==> config.mk <==
export PLATFORM = sky130hd
export DESIGN_NAME = serial_subtractor
export DESIGN_NICKNAME = d
export VERILOG_FILES = /design/src/rtl/serial_subtractor.sv
export SDC_FILE = /design/constraint.sdc
export NUM_CORES = 1
export LEC_CHECK = 0
export ABC_AREA = 1
export CORE_MARGIN = 4
export CORE_UTILIZATION = 45
export DETAILED_ROUTE_END_ITERATION = 8
export PLACE_DENSITY = 0.66
export SYNTH_ARGS = -nofsm -noshare
export SYNTH_HDL_FRONTEND = slang
export SYNTH_SLANG_ARGS = --single-unit
==> constraint.sdc <==
create_clock -name clk -period 2.9 [get_ports clk]
set_input_delay 0.58 -clock clk [delete_from_list [all_inputs] [get_ports clk]]
set_output_delay 0.58 -clock clk [all_outputs]
set_load 0.01 [all_outputs]
==> src/rtl/serial_subtractor.sv <==
// Bit-serial N-bit subtractor: one full-subtractor cell, registered borrow, LSB first.
// Optional signed-overflow output enabled by defining SERIAL_SUB_OVF_EN.
module serial_subtractor #(
    parameter int WIDTH = 8
) (
    input  logic             clk,
    input  logic             rst,
    input  logic             start,
    input  logic [WIDTH-1:0] a,
    input  logic [WIDTH-1:0] b,
    output logic             busy,
    output logic             done,
    output logic [WIDTH-1:0] diff,
    output logic             borrow
`ifdef SERIAL_SUB_OVF_EN
    ,
    output logic             ovf
`endif
);

    localparam int CNT_W = $clog2(WIDTH);

    typedef enum logic [1:0] {
        S_IDLE = 2'd0,
        S_RUN  = 2'd1,
        S_DONE = 2'd2
    } state_t;

    state_t             state_q, state_d;
    logic [WIDTH-1:0]   sa_q, sa_d;
    logic [WIDTH-1:0]   sb_q, sb_d;
    // Only WIDTH-1 processed bits are kept; the final bit goes straight into diff.
    logic [WIDTH-2:0]   sd_q, sd_d;
    logic               bq_q, bq_d;
    logic [CNT_W-1:0]   cnt_q, cnt_d;
    logic               busy_q, busy_d;
    logic               done_q, done_d;
    logic [WIDTH-1:0]   diff_q, diff_d;
    logic               borrow_q, borrow_d;
    logic               ovf_q, ovf_d;

    logic               bit_d;
    logic               borrow_nxt;
    logic               last_bit;
    logic [WIDTH-1:0]   sd_ext;

    always_comb begin
        bit_d      = sa_q[0] ^ sb_q[0] ^ bq_q;
        borrow_nxt = (~sa_q[0] & sb_q[0]) | (~(sa_q[0] ^ sb_q[0]) & bq_q);
        last_bit   = (cnt_q == CNT_W'(WIDTH - 1));
        sd_ext     = {bit_d, sd_q};

        state_d  = state_q;
        sa_d     = sa_q;
        sb_d     = sb_q;
        sd_d     = sd_q;
        bq_d     = bq_q;
        cnt_d    = cnt_q;
        busy_d   = 1'b0;
        done_d   = 1'b0;
        diff_d   = diff_q;
        borrow_d = borrow_q;
        ovf_d    = ovf_q;

        case (state_q)
            S_IDLE, S_DONE: begin
                if (start) begin
                    sa_d    = a;
                    sb_d    = b;
                    bq_d    = 1'b0;
                    cnt_d   = '0;
                    busy_d  = 1'b1;
                    state_d = S_RUN;
                end else begin
                    state_d = S_IDLE;
                end
            end
            S_RUN: begin
                sa_d = sa_q >> 1;
                sb_d = sb_q >> 1;
                sd_d = sd_ext[WIDTH-1:1];
                bq_d = borrow_nxt;
                if (last_bit) begin
                    // On the last cycle sa_q[0]/sb_q[0] are the operand sign bits.
                    diff_d   = sd_ext;
                    borrow_d = borrow_nxt;
                    ovf_d    = (sa_q[0] ^ sb_q[0]) & (sa_q[0] ^ bit_d);
                    done_d   = 1'b1;
                    state_d  = S_DONE;
                end else begin
                    cnt_d  = cnt_q + CNT_W'(1);
                    busy_d = 1'b1;
                end
            end
            default: state_d = S_IDLE;
        endcase
    end

    always_ff @(posedge clk) begin
        if (rst) begin
            state_q  <= S_IDLE;
            sa_q     <= '0;
            sb_q     <= '0;
            sd_q     <= '0;
            bq_q     <= 1'b0;
            cnt_q    <= '0;
            busy_q   <= 1'b0;
            done_q   <= 1'b0;
            diff_q   <= '0;
            borrow_q <= 1'b0;
            ovf_q    <= 1'b0;
        end else begin
            state_q  <= state_d;
            sa_q     <= sa_d;
            sb_q     <= sb_d;
            sd_q     <= sd_d;
            bq_q     <= bq_d;
            cnt_q    <= cnt_d;
            busy_q   <= busy_d;
            done_q   <= done_d;
            diff_q   <= diff_d;
            borrow_q <= borrow_d;
            ovf_q    <= ovf_d;
        end
    end

    assign busy   = busy_q;
    assign done   = done_q;
    assign diff   = diff_q;
    assign borrow = borrow_q;
`ifdef SERIAL_SUB_OVF_EN
    assign ovf    = ovf_q;
`else
    logic unused_ovf;
    assign unused_ovf = ovf_q;
`endif

endmodule

==> out/metrics.json, run 1 <==
{
  "run_status": {
    "outcome": "complete, no violations"
  },
  "synth": {
    "postSynthNetCount": 245,
    "synth_mux_area_share_pct": 0,
    "yosysTopAreaCell": "dfxtp_1",
    "synth-simple-area-share_pct": 34.59,
    "synthDominantCellAreaShare_pct": 44.54,
    "synth-compound-area-share_pct": 7.237,
    "synth_top_family_by_area": "simple AND/OR/NAND/NOR gates",
    "synthXorXnorAreaFrac_pct": 0,
    "synth_sequential_area_ratio_pct": 44.54,
    "ys_types": 24,
    "ys_seq_elements": 40,
    "synth_warnings": 0,
    "synth_area_leaders": "dfxtp_1 (45%), nor2_1 (8.8%), nor3_2 (6.7%), nand3_1 (6.4%), inv_1 (4.8%)",
    "post_synth_instance_area_mm2": 0.001798,
    "adder_and_majority_gate_portion_of_the_synthesized_area_pct": 2.505,
    "syn_avg_cell_area_um2": 8.063,
    "synth_cells": 223
  },
  "floorplan": {
    "num_io_pins": 30,
    "die_area_mm2": 0.005071,
    "initial_core_utilization_pct": 47.68,
    "row_count": 22,
    "die_height_um": 71.21,
    "die-width_um": 71.21,
    "floorplan.core_area_mm2": 0.003771
  },
  "timing": {
    "timing.final.crit_share_pct": 60.97,
    "maxSlewViolCount": 0,
    "final_hold_viol_count": 0,
    "slew_headroom_pct": 68.25,
    "finalCriticalPeriod_ps": 1768,
    "final.setup_skew_ps": 6.231,
    "final.setup.worst_slack_ps": 1132,
    "fin_worst_hold_slack_ps": 478.0,
    "grt_setup_unrepaired": "false",
    "max_freq_mhz": 565.5,
    "tns_ps": 0,
    "max_slew.worst_pin.slew_ps": 475.6,
    "setup_viol": 0
  },
  "setup_path": {
    "path_class": "reg -> out",
    "start_kind": "register",
    "slowest_delay_ps": 540,
    "slowest_stage": "clkdlybuf4s50_1",
    "r2r_setup_slack_ps": 1500,
    "data_arrival_time_at_the_worst_slack_endpoint_ps": 1190,
    "worstPathCellList": "clkdlybuf4s50_1",
    "crit_family": "buffers and inverters",
    "cp_max_fo": 2,
    "critPathCaptureType": "output port",
    "endpoint_of_the_lowest_slack_register_to_register_path": "cnt_q[0]",
    "r2r.worst_path.cells": 7,
    "rr_startpoint": "cnt_q[0]",
    "worst-path-buf-inv": 1,
    "cp_data_required_time_ps": 2320
  },
  "drt": {
    "routed-via-count": 1392,
    "vias_per_cell": 4.671,
    "routedWlPerCell_um": 11.43,
    "drc_errors": 0,
    "detail-route-antenna-nets": 0,
    "routed_wirelength_um": 3407,
    "firstDrtPassIters": 4,
    "first_iter_violations": 109
  },
  "grt": {
    "antenna_found_initial": 0,
    "first_global_vias": 1358,
    "gr-total-overflow": 0,
    "maximum_number_of_pins_on_one_net_before_global_route_repair": 33,
    "global_router_s_overall_resource_usage_pct": 14.78,
    "grt_pass1_wl_um": 5947
  },
  "finish": {
    "fill_cells": 380,
    "syn2layout_area_growth_pct": 19.55,
    "antenna-diode-count": 0,
    "post_route_cells_drive_above_1_share_pct": 15.60,
    "layout_common_cells": "nor2_1 (42), dfxtp_1 (40), clkdlybuf4s50_1 (29), inv_1 (23), nand3_1 (23)",
    "final_common_cell": "nor2_1",
    "finalNetCount": 271
  },
  "flow_run": {
    "maxCapViolations": 0
  },
  "power_and_ir_drop": {
    "power.leakage_uw": 0.0008891,
    "irDropWorstVdd_mv": 0.4779,
    "power_density_over_the_cells_mw_per_mm2": 539.9,
    "totalPowerFinal_uw": 1161
  },
  "min_path": {
    "startpoint_of_the_lowest_slack_hold_path": "sd_q[4]",
    "cell_depth_of_the_worst_min_delay_path": 2,
    "whs_endpoint": "sd_q[4]",
    "worst_hold_path_type": "reg -> reg"
  },
  "cts": {
    "cts-htree-levels": 2,
    "postCtsSetupRepairBufs": 0,
    "cts_tree": "yes",
    "cts.reportedPaths.clkPinSlew_ps": 70,
    "clk_latency_ps": 290,
    "cts_max_path_buffers": 2,
    "clock_sinks": 40,
    "cts_repair_resizes": 0,
    "clk_root_buffer_cell": "clkbuf_8",
    "cts-buffers-inserted": 5,
    "ctsHoldBuffers": 0
  },
  "placed_design": {
    "globalplace.congestion": 0.7407,
    "placement.setup.worst_slack_ps": 919.3,
    "port_buffers": 29,
    "detailed_place_hpwl_um": 2287
  }
}
[report_power, final]
group / switching [uW] / internal [uW]
logic: 99.0 / 76.3
registers: 20.7 / 585
clock network: 186 / 194
total: 306 / 855
[per-stage QoR]
step                util [%]  instance area, um^2  std cells
global placement       54.61                 2059        290
floorplan                  -                 1798        223
detailed placement     54.61                 2059        290
finish                 57.00                 2150        298
CTS                    57.00                 2150        298
global route           57.00                 2150        298
[cells by family after synthesis]
logic type                 Yosys count
and+or+nand+nor                    116
DFF                                 40
adders and majority gates            3
AOI/OAI and AO/OA                   26
buffers and inverters               38
[state kept, by name, indices dropped and copies added, names as in the netlist]
signal,cells
borrow,1
bq_q,1
busy,1
cnt_q,3
diff,8
done,1
sa_q,8
sb_q,8
sd_q,7
state_q,2
[worst max path at each step]
stage,cells after the start,slack (ps),startpoint,endpoint
6_report,1,1130,diff[2],diff[2]
3_3_place_gp,4,960,rst,sb_q[1]
5_1_grt,4,1080,rst,sd_q[2]
2_1_floorplan,6,1640,cnt_q[0],cnt_q[0]
3_5_place_dp,4,920,rst,diff[2]
4_1_cts,1,1120,diff[2],diff[2]
[synthesized netlist by cell type]
| library cell | instances |
|---|---|
| nor2_4 | 1 |
| inv_2 | 3 |
| fa_1 | 1 |
| dfxtp_1 | 40 |
| a21oi_1 | 10 |
| nor2_1 | 42 |
| nand2_4 | 1 |
| o21ai_1 | 3 |
| buf_12 | 1 |
| buf_4 | 3 |
| nor2_2 | 10 |
| inv_1 | 23 |
| buf_2 | 4 |
| nand2_2 | 2 |
| nor3_1 | 2 |
| or2_1 | 1 |
| ha_1 | 2 |
| nand3_1 | 23 |
| o21ai_0 | 13 |
| inv_4 | 1 |
| buf_6 | 3 |
| nor3_2 | 12 |
| nand2_1 | 20 |
| nand2_8 | 2 |
[per-layer routing]
layer | vias to the layer above | global-route usage (%) | part of all wire, %
met5 | - | 0 | 0
met4 | 0 | 5.010 | 1.5
met3 | 6 | 5.610 | 4.7
met2 | 19 | 22.55 | 44
met1 | 613 | 19.17 | 50
li1 | 754 | - | -
[layout make-up]
| class | instances | area [um^2] | share of cell area (%) |
|---|---|---|---|
| Inverter | 27 | 103.9 | 4.831 |
| Multi-Input combinational cell | 145 | 797.0 | 37.08 |
| Tap cell | 48 | 60.06 | 2.794 |
| Timing Repair Buffer | 30 | 297.8 | 13.85 |
| Clock buffer | 8 | 90.09 | 4.191 |
| Sequential cell | 40 | 800.8 | 37.25 |
Note: power is estimated with default switching activity, not from simulation.
==> run 2, diff against run 1 <==
Clock period 2.9 ns to 1.7 ns, I/O delays scaled along.
==> out/metrics.json, run 2 (synthesized netlist as in run 1, its figures left out) <==
{
  "power_and_ir_drop": {
    "power.leakage": {"value": 0.0009083, "unit": "uW", "change": "+2.2%"},
    "power_density_over_the_cells": {"value": 880.0, "unit": "mW/mm^2", "change": "+63%"},
    "irDropWorstVdd": {"value": 0.5155, "unit": "mV", "change": "+7.9%"},
    "totalPowerFinal": {"value": 1914, "unit": "uW", "change": "+65%"}
  },
  "finish": {
    "ff_latch_area": {"value": 800.8, "unit": "um^2", "change": "unchanged"},
    "syn2layout_area_growth_pct": 20.95,
    "fill_cells": {"value": 360, "change": "-5.3%"},
    "share_of_the_core_filled_with_cells": {"value": 57.66, "unit": "%", "change": "+0.66 points"},
    "final_design_area_no_fill": {"value": 0.002175, "unit": "mm^2", "change": "+1.2%"},
    "antenna-diode-count": {"value": 0, "change": "unchanged"},
    "multi_input_area": {"value": 797.0, "unit": "um^2", "change": "unchanged"},
    "post_route_cells_drive_above_1_share": {"value": 17.32, "unit": "%", "change": "+1.7 points"},
    "finalNetCount": {"value": 276, "change": "+1.8%"},
    "final_common_cell": "nor2_1",
    "layout_common_cells": "nor2_1 (42), dfxtp_1 (40), clkdlybuf4s50_1 (29), inv_1 (23), nand3_1 (23)"
  },
  "cts": {
    "cts-buffers-inserted": {"value": 5, "change": "unchanged"},
    "clk_root_buffer_cell": "clkbuf_8",
    "cts_max_path_buffers": {"value": 2, "change": "unchanged"},
    "cts_tree": "yes",
    "clock_sinks": {"value": 40, "change": "unchanged"},
    "cts.reportedPaths.clkPinSlew": {"value": 70, "unit": "ps", "change": "about the same"},
    "cts-htree-levels": {"value": 2, "change": "unchanged"},
    "postCtsSetupRepairBufs": {"value": 0, "change": "unchanged"},
    "clk_latency": {"value": 280, "unit": "ps", "change": "about the same"},
    "ctsHoldBuffers": {"value": 0, "change": "unchanged"},
    "cts_repair_resizes": {"value": 0, "change": "unchanged"}
  },
  "grt": {
    "gr-total-overflow": {"value": 0, "change": "unchanged"},
    "global_router_s_overall_resource_usage": {"value": 14.96, "unit": "%", "change": "+0.18 points"},
    "maximum_number_of_pins_on_one_net_before_global_route_repair": {"value": 25, "change": "-24%"},
    "first_global_vias": {"value": 1407, "change": "+3.6%"},
    "grt_pass1_wl": {"value": 6161, "unit": "um", "change": "+3.6%"},
    "antenna_found_initial": {"value": 0, "change": "unchanged"}
  },
  "placed_design": {
    "placed_cell_area": {"value": 0.002097, "unit": "mm^2", "change": "+1.8%"},
    "port_buffers": {"value": 29, "change": "unchanged"},
    "detailed_place_hpwl": {"value": 2392, "unit": "um", "change": "+4.6%"},
    "globalplace.congestion": {"value": 0.7412, "change": "about the same"}
  },
  "timing": {
    "final.setup_skew": {"value": 7.437, "unit": "ps", "change": "+1.206 ps"},
    "final_hold_viol_count": {"value": 0, "change": "unchanged"},
    "maxSlewViolCount": {"value": 0, "change": "unchanged"},
    "tns": {"value": 0, "unit": "ps", "change": "unchanged"},
    "slew_headroom": {"value": 74.58, "unit": "%", "change": "+6.3 points"},
    "max_slew.worst_pin.slew": {"value": 380.8, "unit": "ps", "change": "-94.78 ps"},
    "grt_setup_unrepaired": "false",
    "max_freq_mhz": 666.8,
    "timing.final.crit_share_pct": 88.22,
    "finalCriticalPeriod_ps": 1500,
    "setup_viol": {"value": 0, "change": "unchanged"}
  },
  "drt": {
    "routed.top_layer": "met4",
    "routedWlPerCell": {"value": 11.00, "unit": "um", "change": "-3.8%"},
    "detail-route-antenna-nets": {"value": 0, "change": "unchanged"},
    "routed-wl-met3": {"value": 164, "unit": "um", "change": "+1.9%"},
    "route.layer.met1.wl": {"value": 1679, "unit": "um", "change": "-1.4%"},
    "routed_wirelength": {"value": 3323, "unit": "um", "change": "-2.5%"},
    "vias_per_cell": {"value": 4.695, "change": "+0.52%"},
    "firstDrtPassIters": {"value": 4, "change": "unchanged"},
    "drc_errors": {"value": 0, "change": "unchanged"},
    "met2RoutedLength": {"value": 1426, "unit": "um", "change": "-4.4%"},
    "first_iter_violations": {"value": 149, "change": "+37%"},
    "routed-via-count": {"value": 1418, "change": "+1.9%"}
  },
  "floorplan": {
    "die-width": {"value": 71.21, "unit": "um", "change": "unchanged"},
    "num_io_pins": {"value": 30, "change": "unchanged"},
    "floorplan.core_area": {"value": 0.003771, "unit": "mm^2", "change": "unchanged"},
    "initial_core_utilization": {"value": 47.68, "unit": "%", "change": "unchanged"},
    "die_area": {"value": 0.005071, "unit": "mm^2", "change": "unchanged"},
    "die_height": {"value": 71.21, "unit": "um", "change": "unchanged"},
    "row_count": {"value": 22, "change": "unchanged"}
  },
  "setup_path": {
    "worstPathCellList": "clkdlybuf4s50_1",
    "path_class": "reg -> out",
    "start_kind": "register",
    "worst-path-buf-inv": {"value": 1, "change": "unchanged"},
    "slowest_stage": "clkdlybuf4s50_1",
    "crit_family": "buffers and inverters",
    "data_arrival_time_at_the_worst_slack_endpoint": {"value": 1160, "unit": "ps", "change": "-30 ps"},
    "cp_data_required_time": {"value": 1360, "unit": "ps", "change": "-960 ps"},
    "slowest_delay": {"value": 540, "unit": "ps", "change": "about the same"},
    "cp_max_fo": {"value": 2, "change": "unchanged"},
    "critPathCaptureType": "output port"
  },
  "flow_run": {
    "maxCapViolations": {"value": 0, "change": "unchanged"}
  },
  "run_status": {
    "outcome": "complete, no violations"
  },
  "min_path": {
    "worst_hold_path_type": "reg -> reg"
  }
}
run 2: cell types whose count changed in the layout (fill, tap and decap cells not counted), sizes merged:
| cell | previous run | this run |
|---|---|---|
| buf | 1 | 6 |
| clkinv | 0 | 1 |
| clkbuf | 8 | 6 |
run 2: cell type report:
type	instances	share of cell area, %
Clock inverter	1	0.2301
Tap cell	48	2.762
Sequential cell	40	36.82
Clock buffer	6	3.337
Timing Repair Buffer	35	15.42
Inverter	27	4.776
Multi-Input combinational cell	145	36.65
run 2: metrics by stage:
stage | hold slack, ps | setup slack [ps] | instances
floorplan | 440.5 | 441.4 | 223
global placement | 454.7 | 165.1 | 295
detailed placement | 461.9 | 145.3 | 295
CTS | 473.2 | 177.2 | 302
global route | 496.2 | 132.7 | 302
finish | 470.5 | 200.3 | 302
run 2: worst paths after layout:
path | depth (start not counted) | slack, ps | startpoint | endpoint
worst max-delay path | 1 | 200 | borrow | borrow
worst min-delay path | 2 | 470 | sd_q[4] | sd_q[4]
worst max register to register | 6 | 320 | cnt_q[0] | cnt_q[0]
worst min register to register | 2 | 470 | sd_q[4] | sd_q[4]
run 2: routing by layer:
| metal | vias up | GRT usage [%] |
|---|---|---|
| li1 | 764 | - |
| met1 | 619 | 21.44 |
| met2 | 27 | 21.84 |
| met3 | 8 | 3.787 |
| met4 | 0 | 5.010 |
| met5 | - | 0 |
run 2: power by group:
part / internal [uW] / switching [uW]
Clock: 279 / 297
Sequential: 998 / 39.3
Combinational: 137 / 164
